<file path="config.mk">
export PLATFORM = sky130hd
export DESIGN_NAME = reg_loader
export DESIGN_NICKNAME = d
export VERILOG_FILES = /design/src/rtl/reg_pkg.sv /design/src/rtl/reg_addr_seq.sv /design/src/rtl/reg_loader.sv
export SDC_FILE = /design/constraint.sdc
export NUM_CORES = 1
export LEC_CHECK = 0
export BUFFER_PORTS_ARGS = -buffer_cell sky130_fd_sc_hd__buf_2
export CORE_AREA = 2 2 70 88
export DETAILED_ROUTE_END_ITERATION = 10
export DIE_AREA = 0 0 72 90
export PLACE_DENSITY = 0.48
export RECOVER_POWER = 50
export SLEW_MARGIN = 20
export SYNTH_ARGS = -nofsm -noshare
export SYNTH_HDL_FRONTEND = slang
export SYNTH_SLANG_ARGS = --single-unit
</file>
<file path="constraint.sdc">
create_clock -name clk -period 1.9 [get_ports clk]
set_clock_uncertainty 0.2 [all_clocks]
set_input_delay 0.57 -clock clk [delete_from_list [all_inputs] [get_ports clk]]
set_output_delay 0.57 -clock clk [all_outputs]
set_load 0.03 [all_outputs]
</file>
<file path="src/rtl/reg_pkg.sv">
// Shared register-file definitions: geometry, reserved addresses and loader states.
package reg_pkg;

    localparam int REG_PW      = 4;
    localparam int REG_DW      = 8;
    localparam int STATUS_ADDR = 3;
    localparam int ACC_ADDR    = 0;

    typedef logic [REG_PW-1:0] reg_addr_t;

    typedef enum logic [1:0] {
        IDLE,
        LOAD,
        FLUSH,
        DONE
    } ld_state_t;

endpackage

</file>
<file path="src/rtl/reg_addr_seq.sv">
// Loader address sequencing: start-address fixup and wrap/skip increment.
// Pure combinational so it can be unit tested on its own.
module reg_addr_seq
    import reg_pkg::*;
#(
    parameter int PW        = REG_PW,
    parameter int SKIP_EN   = 1,
    parameter int SKIP_ADDR = STATUS_ADDR
) (
    input  logic [PW-1:0] first_addr,
    input  logic [PW-1:0] cur_addr,
    output logic [PW-1:0] start_addr,
    output logic [PW-1:0] next_addr
);

    localparam logic [PW-1:0] SKIP_A    = PW'(SKIP_ADDR);
    localparam logic [PW-1:0] SKIP_NEXT = SKIP_A + PW'(1);
    localparam bit            SKIP_ON   = (SKIP_EN != 0);

    logic [PW-1:0] inc_addr;

    // Both the start and the increment land one past the skipped slot, so a
    // skip never costs a byte or a cycle.
    always_comb begin
        inc_addr   = cur_addr + PW'(1);
        start_addr = (SKIP_ON && (first_addr == SKIP_A)) ? SKIP_NEXT : first_addr;
        next_addr  = (SKIP_ON && (inc_addr == SKIP_A))   ? SKIP_NEXT : inc_addr;
    end

endmodule

</file>
<file path="src/rtl/reg_loader.sv">
// Stream-to-register-file preloader: writes a block of consecutive registers
// from a valid/ready byte stream, stepping over the status register.
//
// state | meaning
// IDLE  | waiting for go; parameters latched on go
// LOAD  | accepting bytes, one write issued per transfer
// FLUSH | last write on the port, no more bytes accepted
// DONE  | one-cycle done pulse
module reg_loader
    import reg_pkg::*;
#(
    parameter int PW        = REG_PW,
    parameter int SKIP_EN   = 1,
    parameter int SKIP_ADDR = STATUS_ADDR
) (
    input  logic          clk,
    input  logic          reset,
    input  logic          go,
    input  logic [PW-1:0] first_addr,
    input  logic [PW:0]   count,
    input  logic          in_valid,
    input  logic [7:0]    in_data,
    output logic          in_ready,
    output logic          wr_en,
    output logic [PW-1:0] wr_addr,
    output logic [7:0]    dat_in,
    output logic          busy,
    output logic          done,
    output logic [7:0]    checksum
);

    localparam int          NREG    = 2 ** PW;
    localparam logic [PW:0] MAX_CNT = (PW+1)'(NREG - ((SKIP_EN != 0) ? 1 : 0));

    ld_state_t     state;
    logic [PW-1:0] addr;
    logic [PW-1:0] start_addr;
    logic [PW-1:0] next_addr;
    logic [PW:0]   remaining;
    logic [PW:0]   eff_count;
    logic          xfer;

    reg_addr_seq #(
        .PW        (PW),
        .SKIP_EN   (SKIP_EN),
        .SKIP_ADDR (SKIP_ADDR)
    ) u_addr_seq (
        .first_addr (first_addr),
        .cur_addr   (addr),
        .start_addr (start_addr),
        .next_addr  (next_addr)
    );

    // With the skip active there is one fewer writable slot than NREG.
    assign eff_count = (count > MAX_CNT) ? MAX_CNT : count;

    // Handshake and status decode from the state register only, never from in_valid.
    assign in_ready = (state == LOAD);
    assign busy     = (state != IDLE);
    assign done     = (state == DONE);
    assign xfer     = in_valid & in_ready;

    always_ff @(posedge clk or posedge reset) begin
        if (reset) begin
            state     <= IDLE;
            addr      <= '0;
            remaining <= '0;
            wr_en     <= 1'b0;
            wr_addr   <= '0;
            dat_in    <= '0;
            checksum  <= '0;
        end else begin
            wr_en <= 1'b0;
            case (state)
                IDLE: begin
                    if (go) begin
                        addr      <= start_addr;
                        remaining <= eff_count;
                        checksum  <= '0;
                        state     <= (eff_count != '0) ? LOAD : DONE;
                    end
                end
                LOAD: begin
                    if (xfer) begin
                        wr_en     <= 1'b1;
                        wr_addr   <= addr;
                        dat_in    <= in_data;
                        checksum  <= checksum ^ in_data;
                        addr      <= next_addr;
                        remaining <= remaining - (PW+1)'(1);
                        if (remaining == (PW+1)'(1)) begin
                            state <= FLUSH;
                        end
                    end
                end
                FLUSH: begin
                    state <= DONE;
                end
                DONE: begin
                    state <= IDLE;
                end
                default: begin
                    state <= IDLE;
                end
            endcase
        end
    end

endmodule

</file>
Yosys cells after proc, flatten, opt, wreduce, memory -nomap -nowiden. Index checks and enable logic that the tools add are counted.

Flip-flop bits (word level): 32.

$add $sub $neg: 2. Magnitude comparators: 1. Equal/unequal tests: 9. Multiplexer cells: 19. Bitwise operators: 2. Reduce and logical (&&, ||, !) cells: 7.

Operators by type and width (count): $mux W4 (4); $mux W8 (2); $pmux W8 S2 (1); $mux W5 (3); $pmux W5 S2 (1); $eq A4 B2 Y1 const B (2); $mux W2 (4); $pmux W2 S4 (1); $pmux W4 S2 (1); $xor A8 B8 Y8 (1); $reduce_and A3 Y1 (2); $eq A5 B1 Y1 const B (1); $gt A5 B4 Y1 const B (1); $reduce_bool A5 Y1 (1); $sub A5 B1 Y5 const B (1); $add A4 B1 Y4 const B (1); $eq A2 B2 Y1 const B (2); $ne A2 B1 Y1 const B (2); $reduce_bool A2 Y1 (2); $eq A2 B1 Y1 const B (1); $logic_not A2 Y1 (1); $mux W1 (2); $ne A2 B2 Y1 const B (1); $reduce_and A2 Y1 (1); $and A1 B1 Y1 (1).

Depth between registers and ports, before layout.
Depth in word-level cells: 6. Depth in mapped cells: 7.

By module. A second synthesis with hierarchy kept.

Cell total of the unflattened synthesis: 168. Area, all modules: 1855.5 um^2.

By module, submodules not included: reg_loader (times used 1, cells an instance 143, area each 1687.9 um^2); reg_addr_seq (times used 1, cells an instance 25, area each 167.7 um^2).

Worst setup path after synthesis. OpenSTA, ideal clock, no wires.

Kind: register to register. From: reg state[1]. To: reg checksum[0]. Setup time: 0.137 ns. Data arrival time: 1.668 ns. Required time: 1.563 ns. Setup slack: -0.105 ns. Stages on the path, launching flop included: 8. Period minus slack after synthesis: 2.005 ns. Cells stage by stage: dfrtp_1 inv_1 ha_1 nand2_2 a21o_1 buf_2 o21ai_0 o21ai_0.

Word-level cells in the longest chain between the ends: 4.

RTL lines: from (decl) (RTL line reg_loader.sv:35) `ld_state_t state;`; from (signal assigned) (RTL line reg_loader.sv:80) `state <= (eff_count != '0) ? LOAD : DONE;`; $eq A2 B1 Y1 * (RTL line reg_loader.sv:58) `assign in_ready = (state == LOAD);`; named net in_ready (RTL line reg_loader.sv:23) `output logic in_ready,`; $and A1 B1 Y1 (RTL line reg_loader.sv:61) `assign xfer = in_valid & in_ready;`; $ne A2 B1 Y1 (no source line); $reduce_and A3 Y1 (no source line); to (signal assigned) (RTL line reg_loader.sv:88) `checksum <= checksum ^ in_data;`; to (decl) (RTL line reg_loader.sv:29) `output logic [7:0] checksum`.

Mark *: on every way through the listed nets, which the timed path passes. The rest lies on a longest branch. A chain may end at the register's enable or synchronous reset.

Final worst setup path.
From: reg state[0]. To: out in_ready.

Word-level cells in the longest chain between the ends: 1.

RTL lines (RTL line): $eq A2 B1 Y1 (reg_loader.sv:58); to (decl) (reg_loader.sv:23).

No other way between the ends.

==> impl_metrics.json <==
{
  "final_cell_mix": "buf_2 (41), dfrtp_1 (32), nand2_1 (17)",
  "worst-path-stages": 3,
  "critPathTopFamily": "flip-flops",
  "rows": 31,
  "die_width_um": 72,
  "hold_depth": 1,
  "hold_path.class": "reg2reg",
  "status": "finished, violations left",
  "hold_viol": 0,
  "maxCapViolations": 0,
  "crit_buf_inv": 2,
  "rsz0062_at_grt": "yes",
  "drt_iter0_markers": 56,
  "synth_warnings": 0,
  "setup_viol": 1,
  "port_buffers": 44,
  "io_pins": 45,
  "yosysSeqAreaShare_pct": 48.7,
  "p_total_mw": 4.17,
  "syn_to_final_growth_pct": 37.5,
  "peakVddDrop_mv": 0.752,
  "grt-ovfl-total": 0,
  "p_leak_nw": 1.09,
  "slew-limit-headroom_pct": 44.8,
  "syn_inst": 162,
  "syn_nets": 192,
  "fmax_mhz": 523,
  "drc_errors": 0,
  "crit_path_top_delay_cell": "dfrtp_1",
  "cts_hold_buf": 0,
  "drive_gt1_share_pct": 40.8,
  "synth_area_leaders": "dfrtp_1 (49%), mux2_2 (7.5%), o21ai_0 (7.0%)",
  "routed_via_density": 4.75,
  "clk_latency_ns": 0.28,
  "ff2ff_path_depth": 7,
  "firstDrtPassIters": 4,
  "worst_slack_ns": -0.0124,
  "wl_per_cell_um": 13.3,
  "yosys_register_bits": 32,
  "slowest_delay_ns": 0.41,
  "cts_tree": "yes",
  "p_per_area_nw_per_um2": 1840,
  "antenna_found_initial": 0,
  "hp-start": "checksum[0]",
  "drv_slew": 0,
  "synth_top_area_share_pct": 48.7,
  "htreeDepth": 2,
  "final_nets": 257,
  "synth_area_um2": 1640,
  "route.final.wire_length_um": 3920,
  "vias": 1396,
  "dieArea_um2": 6480,
  "crit_top_cell": "buf_6",
  "syn_area_per_cell_um2": 10.1,
  "synth.largest_area_cell": "dfrtp_1",
  "nFillCells": 562,
  "die_y_um": 90,
  "worstReg2RegStart": "state[0]",
  "violations": "setup timing",
  "fin_crit_ns": 1.91,
  "hold-path-endpoint": "checksum[0]",
  "numClockSinks": 32,
  "clock-root-buffer": "clkbuf_8",
  "layout_commonest_cell": "buf_2",
  "required_ns": 1.13,
  "grt_usage_pct": 13.3,
  "crit_chain": "buf_6 > ha_4 > buf_6",
  "gp_congestion": 0.764,
  "clockBufferDepth": 2,
  "tightest_slew_ns": 0.828,
  "antenna_cells": 0,
  "start_util_pct": 28.8,
  "grt_max_degree": 33,
  "ant_nets": 0,
  "period_share_pct": 101,
  "rr_endpoint": "checksum[2]",
  "place_ws_ns": 0.000370,
  "startpoint_type": "register",
  "critPathArrivalTime_ns": 1.14,
  "dp_hpwl_um": 2890,
  "clkTransAtPathRegs_ns": 0.07,
  "rrSetupSlack_ns": 0.08,
  "design.core.area_um2": 5700,
  "cts_made_buffers": 5,
  "cp_max_fo": 6,
  "cp-end-kind": "output pin",
  "worstSetupPathType": "reg2out",
  "synth.distinct_cells": 35,
  "grt_pass1_wl_um": 6670,
  "grt_pass1_vias": 1388
}
[worst register-to-register path, stage by stage (launching register included)]
cell      delay (ns)
dfrtp_1         0.41
buf_6           0.14
ha_4            0.17
nand2b_4        0.15
a21o_4          0.23
buf_4           0.17
o21ai_0         0.14
o21ai_0         0.09
[registers in the layout, indices dropped and copies added, names as in the netlist]
register   cells
checksum       8
addr           4
wr_en          1
wr_addr        4
state          2
dat_in         8
remaining      5
[layout make-up]
| class | instances | area (um^2) | area share [%] |
|---|---|---|---|
| inverters | 9 | 33.8 | 1.50 |
| flip-flops and latches | 32 | 801 | 35.4 |
| multi-input cells | 117 | 837 | 37.0 |
| clock inverters | 1 | 30.0 | 1.33 |
| repair buffers | 62 | 379 | 16.8 |
| clock buffers | 7 | 96.3 | 4.26 |
| well taps | 66 | 82.6 | 3.65 |
[timing repair]
item                                   in CTS  in global routing
endpoints found under the hold margin       0                  0
buffers inserted                            4                  0
setup endpoints to repair                   9                 14
resized for setup                          13                 14
pin swaps                                   1                  1
[power by group]
part	total, mW	switching (mW)	internal, mW	leakage (nW)
logic	2.27	1.29	0.987	0.633
registers	1.18	0.198	0.978	0.396
clock network	0.718	0.255	0.463	0.0645
[worst max-delay path by stage]
stage | startpoint | to | slack, ns
after floorplan | state[1] | checksum[0] | 0.02
after global placement | state[1] | checksum[6] | 0.03
after detailed placement | state[1] | checksum[0] | 0.0004
after CTS | state[0] | in_ready | -0.02
after global routing | state[0] | in_ready | -0.05
final | state[0] | in_ready | -0.01
[Yosys cell counts]
| cell | n |
|---|---|
| dfrtp_1 | 32 |
| o21ai_0 | 23 |
| nand2_1 | 17 |
| nor2_1 | 13 |
| mux2_2 | 11 |
| ha_1 | 9 |
| inv_1 | 8 |
| a21oi_1 | 5 |
| buf_2 | 4 |
| mux2i_1 | 4 |
| nor2b_1 | 4 |
| o211ai_1 | 4 |
| nor3_1 | 3 |
| a311oi_1 | 2 |
| nand2b_1 | 2 |
| nor4_1 | 2 |
| a21o_1 | 1 |
| a21oi_2 | 1 |
| a221oi_1 | 1 |
| a22oi_1 | 1 |
| and2_1 | 1 |
| and2b_4 | 1 |
| and3_1 | 1 |
| and3b_1 | 1 |
| clkinv_1 | 1 |
| nand2_2 | 1 |
| nand3_1 | 1 |
| nand4_1 | 1 |
| nand4b_1 | 1 |
| o2111a_1 | 1 |
| o211a_1 | 1 |
| o21ba_1 | 1 |
| o311ai_0 | 1 |
| o31a_1 | 1 |
| or4_1 | 1 |
[metrics by stage]
stage	utilization [%]	hold slack [ns]	TNS, ns	instances	instance area, um^2
final	39.6	0.273	-0.0124	294	2260
after global routing	39.6	0.312	-0.119	294	2260
after CTS	39.3	0.182	-0.0353	294	2240
after detailed placement	35.7	0.275	0	282	2030
after global placement	35.7	0.269	0	282	2030
after floorplan	-	0.242	0	162	1650
[routing by layer]
| metal | part of all wire, % | track usage, % |
|---|---|---|
| met1 | 49 | 18.3 |
| met2 | 45 | 19.8 |
| met3 | 4.3 | 3.59 |
| met4 | 1.6 | 4.87 |
| met5 | 0 | 0 |
[logic make-up (layout without fill, tap and decap cells)]
group,Yosys count,count (layout),synth area share [%]
buf+inv,13,79,3.27
mux,15,15,9.98
compound gates,43,43,16.4
simple gates,50,50,14.8
fa+ha+maj,9,9,6.85
flops,32,32,48.7
(Power assumes the default switching activity.)
